## config.mk

```make
export PLATFORM = sky130hd
export DESIGN_NAME = pipe_reg_elastic
export DESIGN_NICKNAME = d
export VERILOG_FILES = /design/src/rtl/pipe_reg_elastic.sv
export SDC_FILE = /design/constraint.sdc
export NUM_CORES = 1
export LEC_CHECK = 0
export ABC_AREA = 1
export CORE_MARGIN = 8
export CORE_UTILIZATION = 52
export CTS_CLUSTER_SIZE = 10
export DETAILED_ROUTE_END_ITERATION = 8
export HOLD_SLACK_MARGIN = 0.08
export PLACE_DENSITY = 0.81
export SLEW_MARGIN = 25
export SYNTH_ARGS = -nofsm -noshare
export SYNTH_HDL_FRONTEND = slang
export SYNTH_SLANG_ARGS = --single-unit
```

## constraint.sdc

```tcl
create_clock -name clk -period 2.7 [get_ports clk]
set_input_delay 0.675 -clock clk [delete_from_list [all_inputs] [get_ports clk]]
set_output_delay 0.675 -clock clk [all_outputs]
set_load 0.1 [all_outputs]
```

## src/rtl/pipe_reg_elastic.sv

```systemverilog
`default_nettype none
// ============================================================================
// Module   : pipe_reg_elastic
// Purpose  : DEPTH-stage elastic register pipeline with collapsing bubbles,
//            valid/ready on both ends, flush and occupancy count.
//            Optional per-stage parity with sticky error: PIPE_REG_PARITY_EN.
// Revision : 1.0 - initial release
// ============================================================================
module pipe_reg_elastic #(
    parameter int              WIDTH     = 8,
    parameter int              DEPTH     = 4,
    parameter logic [WIDTH-1:0] RESET_VAL = '0
) (
    input  logic                       clk,
    input  logic                       reset,
    input  logic                       flush,
    input  logic                       in_valid,
    output logic                       in_ready,
    input  logic [WIDTH-1:0]           in_data,
    output logic                       out_valid,
    input  logic                       out_ready,
    output logic [WIDTH-1:0]           out_data,
    output logic [$clog2(DEPTH+1)-1:0] count
`ifdef PIPE_REG_PARITY_EN
    ,
    output logic                       par_err
`endif
);

    localparam int CW = $clog2(DEPTH+1);

    logic [DEPTH-1:0]            r_v;
    logic [DEPTH-1:0][WIDTH-1:0] r_d;
    logic [CW-1:0]               r_count;
    logic [DEPTH-1:0]            w_rdy;
    logic                        w_push;
    logic                        w_pop;

    // A stage can advance if the output is being drained or any stage at or
    // beyond it is empty; written as a flat reduction to avoid a ripple loop.
    for (genvar i = 0; i < DEPTH; i++) begin : g_rdy
        assign w_rdy[i] = out_ready | ~(&r_v[DEPTH-1:i]);
    end

    assign in_ready  = w_rdy[0] & ~flush;
    assign w_push    = in_valid & in_ready;
    assign w_pop     = r_v[DEPTH-1] & out_ready;
    assign out_valid = r_v[DEPTH-1];
    assign out_data  = r_d[DEPTH-1];
    assign count     = r_count;

    always_ff @(posedge clk or posedge reset) begin
        if (reset) begin
            r_v     <= '0;
            r_d     <= {DEPTH{RESET_VAL}};
            r_count <= '0;
        end else begin
            if (flush) begin
                r_v     <= '0;
                r_count <= '0;
            end else begin
                if (w_rdy[0]) begin
                    r_v[0] <= w_push;
                end
                for (int i = 1; i < DEPTH; i++) begin
                    if (w_rdy[i]) begin
                        r_v[i] <= r_v[i-1];
                    end
                end
                r_count <= r_count + CW'(w_push) - CW'(w_pop);
            end
            // Data only moves with a valid word, so bubbles never overwrite it.
            if (w_rdy[0] && w_push) begin
                r_d[0] <= in_data;
            end
            for (int i = 1; i < DEPTH; i++) begin
                if (w_rdy[i] && r_v[i-1]) begin
                    r_d[i] <= r_d[i-1];
                end
            end
        end
    end

`ifdef PIPE_REG_PARITY_EN
    logic [DEPTH-1:0] r_p;
    logic             r_par_err;

    always_ff @(posedge clk or posedge reset) begin
        if (reset) begin
            r_p <= '0;
        end else begin
            if (w_rdy[0] && w_push) begin
                r_p[0] <= ^in_data;
            end
            for (int i = 1; i < DEPTH; i++) begin
                if (w_rdy[i] && r_v[i-1]) begin
                    r_p[i] <= r_p[i-1];
                end
            end
        end
    end

    always_ff @(posedge clk or posedge reset) begin
        if (reset) begin
            r_par_err <= 1'b0;
        end else if (flush) begin
            r_par_err <= 1'b0;
        end else if (r_v[DEPTH-1] && ((^r_d[DEPTH-1]) != r_p[DEPTH-1])) begin
            r_par_err <= 1'b1;
        end
    end

    assign par_err = r_par_err;
`endif

endmodule
`default_nettype wire
```

* After elaboration in Yosys (flattened, before gate mapping)
Cells that the tools add are included.
** Storage, ports and cells
- Output and inout bits :: 13
- Register bits after elaboration :: 39
** Cells by class
- Muxes and demuxes :: 6
- Add/sub/neg operators :: 2
- Bitwise gates (word level) :: 12
- Reductions and logical operators :: 11
** Operators by type and width (number)
- $reduce_bool A2 Y1 :: 4
- $not A1 Y1 :: 5
- $logic_and A1 B1 Y1 :: 4
- $mux W1 :: 4
- $mux W4 :: 1
- $or A1 B1 Y1 :: 4
- $reduce_and A4 Y1 :: 1
- $add A3 B1 Y3 :: 1
- $and A1 B1 Y1 :: 3
- $mux W3 :: 1
- $reduce_and A3 Y1 :: 1
- $sub A3 B1 Y3 :: 1
- $reduce_and A2 Y1 :: 1

* Logic depth before layout (Yosys ltp)
Gate-level depths: netlist of the first run.
- Depth after elaboration :: 8
- Mapped depth :: 13
- Gate-level depth less buffers :: 12

* Worst setup path after synthesis of the first run
Ideal clock, no wire load.
- Kind :: reg-to-output
- From :: reg r_v[3]
- To :: out in_ready
- Setup slack :: -0.483 ns
- Buffers on the path :: 0
- Data arrival time :: 2.508 ns
- Cell stages (with the launch flop) :: 4
- Path through :: dfrtp_1 -> nand2_2 -> nor2_4 -> a21oi_1
** On the way
- Cells in the longest elaborated chain, start to end :: 4
** Ends and longest elaborated chain
- start: declaration :: line 32 : logic [DEPTH-1:0] r_v;
- start signal: indexed assignment :: line 67 : r_v[i] <= r_v[i-1];
- $reduce_and A4 Y1 :: line 42 : assign w_rdy[i] = out_ready | ~(&r_v[DEPTH-1:i]);
- $not A1 Y1 :: line 42
- $or A1 B1 Y1 :: line 42
- $and A1 B1 Y1 :: line 45 : assign in_ready = w_rdy[0] & ~flush;
- end: declaration :: line 18 : output logic in_ready,
No other way between the ends.

* Worst setup path after layout of the first run
- From :: in out_ready
- To :: out in_ready
** On the way
- Cells in the longest elaborated chain, start to end :: 2
** Ends and longest elaborated chain
- start: declaration :: line 21 : input logic out_ready,
- $or A1 B1 Y1 :: line 42
- $and A1 B1 Y1 :: line 45
No other way between the ends.

==> results of run 1 <==
[how the worst max path moves through the flow]
stage	from	endpoint	slack (ns)	cells past startpoint
global placement	out_ready	count[2]	0.15	11
CTS	out_ready	in_ready	0.34	4
global route	out_ready	in_ready	0.31	4
floorplan	r_v[3]	in_ready	0.08	3
finish	out_ready	in_ready	0.34	4
detailed placement	out_ready	count[2]	0.07	12
[power by group]
| part | switching (mW) | internal (mW) | total, mW |
|---|---|---|---|
| sequential | 0.0544 | 0.676 | 0.731 |
| clock | 0.178 | 0.153 | 0.331 |
| combinational | 0.351 | 0.111 | 0.462 |
[area by class of cell]
| cell class | instances | area (um2) | area share (%) |
|---|---|---|---|
| Timing Repair Buffer | 31 | 275 | 13.7 |
| Multi-Input combinational cell | 122 | 598 | 29.7 |
| Sequential cell | 39 | 976 | 48.5 |
| Inverter | 10 | 37.5 | 1.87 |
| Tap cell | 44 | 55.1 | 2.74 |
| Clock buffer | 8 | 68.8 | 3.42 |
[sequential cells by signal (all words and copies together), names as in the netlist]
register / flops
r_v: 4
r_d: 24
count: 3
out_data: 8
[tightest hold or removal path: cells and delay by family, from the launching register on]
kind / cells / cell delay [ns]
flip-flops: 1 / 0.36
AND/OR/NAND/NOR: 2 / 0.09
[per-layer routing]
layer	routed length, um	track usage (%)	part of all wire (%)
met5	0	0	0
met4	48	6.67	1.6
met3	187	4.81	6.3
met2	1410	20.5	48
met1	1310	14.0	44
[cell families (layout without fill, tap and decap cells)]
| family | Yosys count | count (layout) | share of synthesized area, % |
|---|---|---|---|
| flip-flops | 39 | 39 | 57.6 |
| AND/OR/NAND/NOR | 110 | 110 | 29.5 |
| XOR/XNOR | 1 | 1 | 0.517 |
| adder cells (fa/ha/maj) | 3 | 3 | 2.66 |
| AO/OA/AOI/OAI | 8 | 8 | 2.36 |
| buffers and inverters | 23 | 49 | 7.38 |
[per-stage QoR]
stage	worst slack [ns]	util, %
after floorplan	0.0813	-
after detailed placement	0.0733	63.1
after CTS	0.335	65.3
after global routing	0.308	65.3
after global placement	0.153	63.1
final	0.339	65.3
[layout by cell type (no fill, tap or decap)]
master            n
nand2_1          64
dfrtp_1          39
nand3_1          21
buf_4            18
clkdlybuf4s50_1  12
inv_1            10
nor2_1            8
nand4_1           8
nand2_2           5
o21ai_0           5
clkbuf_4          5
a21oi_1           2
nand2_4           2
ha_1              2
clkbuf_8          2
nor2_4            1
nand3_2           1
a21oi_2           1
xor2_1            1
fa_1              1
clkbuf_1          1
buf_12            1
==> flow_summary.toml, run 1 <==
[placement]
hpwl_mm = 2.22
place_area_mm2 = 0.00194
routabilityCongestion = 0.784
port_buffers = 25
dp.cells = 246

[timing]
max_slew.worst_pin.slew_ns = 0.472
period_share_pct = 87.4
worst_hold_slack_ns = 0.481
setup_viol = 0
fin_skew_ns = 0.0100
fin_crit_ns = 2.36
setup_tns_ns = 0
hold_violations = 0
drv_slew = 0
rsz0062_at_grt = "no"
relSlewSlack_pct = 68.5
fmax_ghz = 0.424

[global_route]
grt_max_degree = 40
antenna_found_initial = 0
grt_usage_pct = 12.6
grt_pass1_wl_mm = 5.27
overflow = 0
grt_pass1_vias = 1203

[worst_setup_path]
crit_family = "buffers and inverters"
ff2ff_path_depth = 12
path_max_fanout = 4
cp.arrival_ns = 1.69
required_ns = 2.03
cp-end-kind = "output pin"
r2r_end = "count[2]"
reg2reg_from = "r_v[2]"
crit_type = "input pin to output pin"
crit_slowest_cell = "clkdlybuf4s50_1"
startpoint_type = "input pin"
worstPathCellList = "clkdlybuf4s50_1 > nor2_4 > a21oi_2 > buf_12"
max_stage_delay_ns = 0.55
critPathBufInv = 2
reg2reg_slack_ns = 0.58

[synth]
seq_area_frac_synth_pct = 57.6
yosys.area.top_type = "dfrtp_1"
netlist_area_mm2 = 0.00170
yosysTopAreaCellShare_pct = 57.6
synth_common_cells = "nand2_1, dfrtp_1, nand3_1, buf_4, inv_1"
yosysMostFrequentCell = "nand2_1"
synthFlopType = "dfrtp_1"
ys_seq_elements = 39
yosysUniqueCellTypes = 19
syn_avg_cell_area_um2 = 9.21
async_flop_share_pct = 100
netlist_instances = 184
synth_area_leaders = "dfrtp_1, nand2_1, nand3_1, buf_4, nand4_1"
yosys_warnings = 0
synth_fp_nets = 200
synth_edf_count = 0

[routing]
wl_per_cell_um = 11.6
first_pass_iters = 4
totalWireLength_mm = 2.95
drtAntennaViolNets = 0
via_per_inst = 4.91
drcViolationCount = 0
vias = 1248
drtIter0Drc = 58

[layout]
fin_cells = 254
syn_to_final_growth_pct = 18.6
diodes = 0
nets = 225
stdcell_area_mm2 = 0.00201
layout-drive-gt1-share_pct = 17.1
fill_cells = 258

[floorplan]
fp.coreArea_mm2 = 0.00308
die_w_um = 73.1
die-height_um = 73.1
die-area_mm2 = 0.00534
ios = 26
initial_core_util_pct = 55.1
core.rowCount = 20

[clocking]
cts_hold_buf = 0
insertion_delay_ns = 0.34
numCtsBuffers = 5
cts_tree = "done"
cts_resized = 0
path_clk_slew_ns = 0.11
cts_root_buffer = "clkbuf_4"
cts_buffer_depth = 2
cts_sinks = 39
h-tree-depth = 2
cts_setup_buffers = 0

[min_path]
hold_end = "r_d[20]"
hold-path-cell-count = 2
min-delay-start = "r_d[20]"
hold_path_class = "flop to flop"

[power_and_ir_drop]
powerDensity_mw_per_mm2 = 758
leakagePower_nw = 1.09
power_mw = 1.52
peakVddDrop_uv = 337

[status]
status = "completed"

[job]
max_cap_violations = 0
No activity file was read; power rests on OpenSTA's default activity.
==> run 2, diff against run 1 <==
--- a/config.mk
+++ b/config.mk
@@ -6,12 +6,14 @@
 export NUM_CORES = 1
 export LEC_CHECK = 0
 export ABC_AREA = 1
+export CAP_MARGIN = 20
 export CORE_MARGIN = 8
 export CORE_UTILIZATION = 52
 export CTS_CLUSTER_SIZE = 10
 export DETAILED_ROUTE_END_ITERATION = 8
 export HOLD_SLACK_MARGIN = 0.08
 export PLACE_DENSITY = 0.81
+export SKIP_CTS_REPAIR_TIMING = 1
 export SLEW_MARGIN = 25
 export SYNTH_ARGS = -nofsm -noshare
 export SYNTH_HDL_FRONTEND = slang
==> results of run 2 <==
Final layout, timing and power as in run 1 (identical DEF).
==> run 3, diff against run 2 <==
--- a/config.mk
+++ b/config.mk
@@ -11,6 +11,7 @@
 export CORE_UTILIZATION = 52
 export CTS_CLUSTER_SIZE = 10
 export DETAILED_ROUTE_END_ITERATION = 8
+export GPL_TIMING_DRIVEN = 0
 export HOLD_SLACK_MARGIN = 0.08
 export PLACE_DENSITY = 0.81
 export SKIP_CTS_REPAIR_TIMING = 1
==> flow_summary.toml, run 3 (same netlist as run 1, synthesis figures left out) <==
[status]
status = "completed"

[timing]
max_slew.worst_pin.slew_ns = 0.973
fin_skew_ns = 0.00512
period_share_pct = 96.9
drv_slew = 0
worst_slack_ns = 0.0826
setup_viol = 0
relSlewSlack_pct = 35.0
rsz0062_at_grt = "no"
hold_violations = 0
fin_crit_ns = 2.62
worst_hold_slack_ns = 0.486
fmax_ghz = 0.382

[clocking]
cts_buffer_depth = 2
cts_sinks = 39
cts_root_buffer = "clkbuf_4"
insertion_delay_ns = 0.34
path_clk_slew_ns = 0.12
numCtsBuffers = 5
cts_tree = "done"
h-tree-depth = 2

[placement]
routabilityCongestion = 0.738
port_buffers = 24
place_area_mm2 = 0.00199
pre_cts_ws_ns = -0.580
dp.cells = 252

[global_route]
grt_usage_pct = 13.5
grt_pass1_wl_mm = 5.71
antenna_found_initial = 0
grt_max_degree = 40
grt_pass1_vias = 1333
overflow = 0

[layout]
largest_reg_flops = 24
diodes = 0
syn_to_final_growth_pct = 22.4
final_common_cell = "nand2_1"
layout-drive-gt1-share_pct = 14.4
nets = 231
final_cell_mix = "nand2_1, dfrtp_1, nand3_1, clkdlybuf4s50_1, buf_4"
largest-register = "r_d"
stdcell_area_mm2 = 0.00208
fin_cells = 260
fill_cells = 255

[power_and_ir_drop]
power_mw = 1.62
peakVddDrop_uv = 344
leakagePower_nw = 1.12
powerDensity_mw_per_mm2 = 783

[routing]
vias = 1267
drcViolationCount = 0
via_per_inst = 4.87
drtIter0Drc = 52
totalWireLength_mm = 3.08
drtAntennaViolNets = 0
wl_per_cell_um = 11.9
first_pass_iters = 4

[worst_setup_path]
cp.arrival_ns = 1.94
required_ns = 2.03
startpoint_type = "flop"
path_max_fanout = 3
max_stage_delay_ns = 1.16
crit_type = "flop to output pin"
critPathBufInv = 1
cp-end-kind = "output pin"
crit_family = "buffers and inverters"
crit_slowest_cell = "clkdlybuf4s50_1"
worstPathCellList = "clkdlybuf4s50_1"

[job]
max_cap_violations = 0

[min_path]
hold_path_class = "flop to flop"

[floorplan]
die-height_um = 73.1
initial_core_util_pct = 55.1
die-area_mm2 = 0.00534
ios = 26
core.rowCount = 20
fp.coreArea_mm2 = 0.00308
die_w_um = 73.1
-- run 3: cell types whose count changed in the layout (fill, tap and decap cells not counted), moves of 2 or more --
cell | previous run | this run
buf_4 | 18 | 10
clkbuf_8 | 2 | 0
clkdlybuf4s50_1 | 12 | 21
dlymetal6s2s_1 | 0 | 2
-- run 3: final timing paths --
path	startpoint	to	slack [ns]	depth (start not counted)
max in group asynchronous	reset	r_d[20]	1.43	2
worst max-delay path	count[1]	count[1]	0.08	1
worst max register to register	r_v[1]	count[2]	0.46	13
worst min register to register	out_data[4]	out_data[4]	0.49	2
min in group asynchronous	reset	out_data[1]	0.79	2
worst min-delay path	out_data[4]	out_data[4]	0.49	2
-- run 3: per-stage QoR --
| stage | utilization, % | setup TNS [ns] |
|---|---|---|
| floorplan | - | 0 |
| global placement | 64.8 | -0.696 |
| detailed placement | 64.8 | -0.936 |
| CTS | 67.4 | -0.582 |
| global route | 67.4 | 0 |
| finish | 67.4 | 0 |
-- run 3: final cells by class --
class                   count  area (um2)  share of cell area [%]
well taps                  44        55.1                    2.65
multi-input cells         122         598                    28.8
inverters                  10        37.5                    1.81
clock buffers               5        37.5                    1.81
clock inverters             3        43.8                    2.11
plain buffers              13        87.6                    4.22
repair buffers             24         240                    11.6
flip-flops and latches     39         976                    47.0
-- run 3: power by group --
part	switching (mW)	internal [mW]	leakage, nW	total [mW]
combinational	0.361	0.149	0.574	0.510
clock	0.192	0.195	0.0452	0.387
sequential	0.0510	0.676	0.501	0.727
total	0.604	1.02	1.12	1.62
-- run 3: layer usage --
metal / up-vias / share of wire (%) / GRT usage, %
met5: - / 0 / 0
met4: 0 / 1.5 / 4.00
met3: 4 / 5.9 / 5.22
met2: 28 / 52 / 24.0
met1: 595 / 41 / 14.2
li1: 640 / - / -
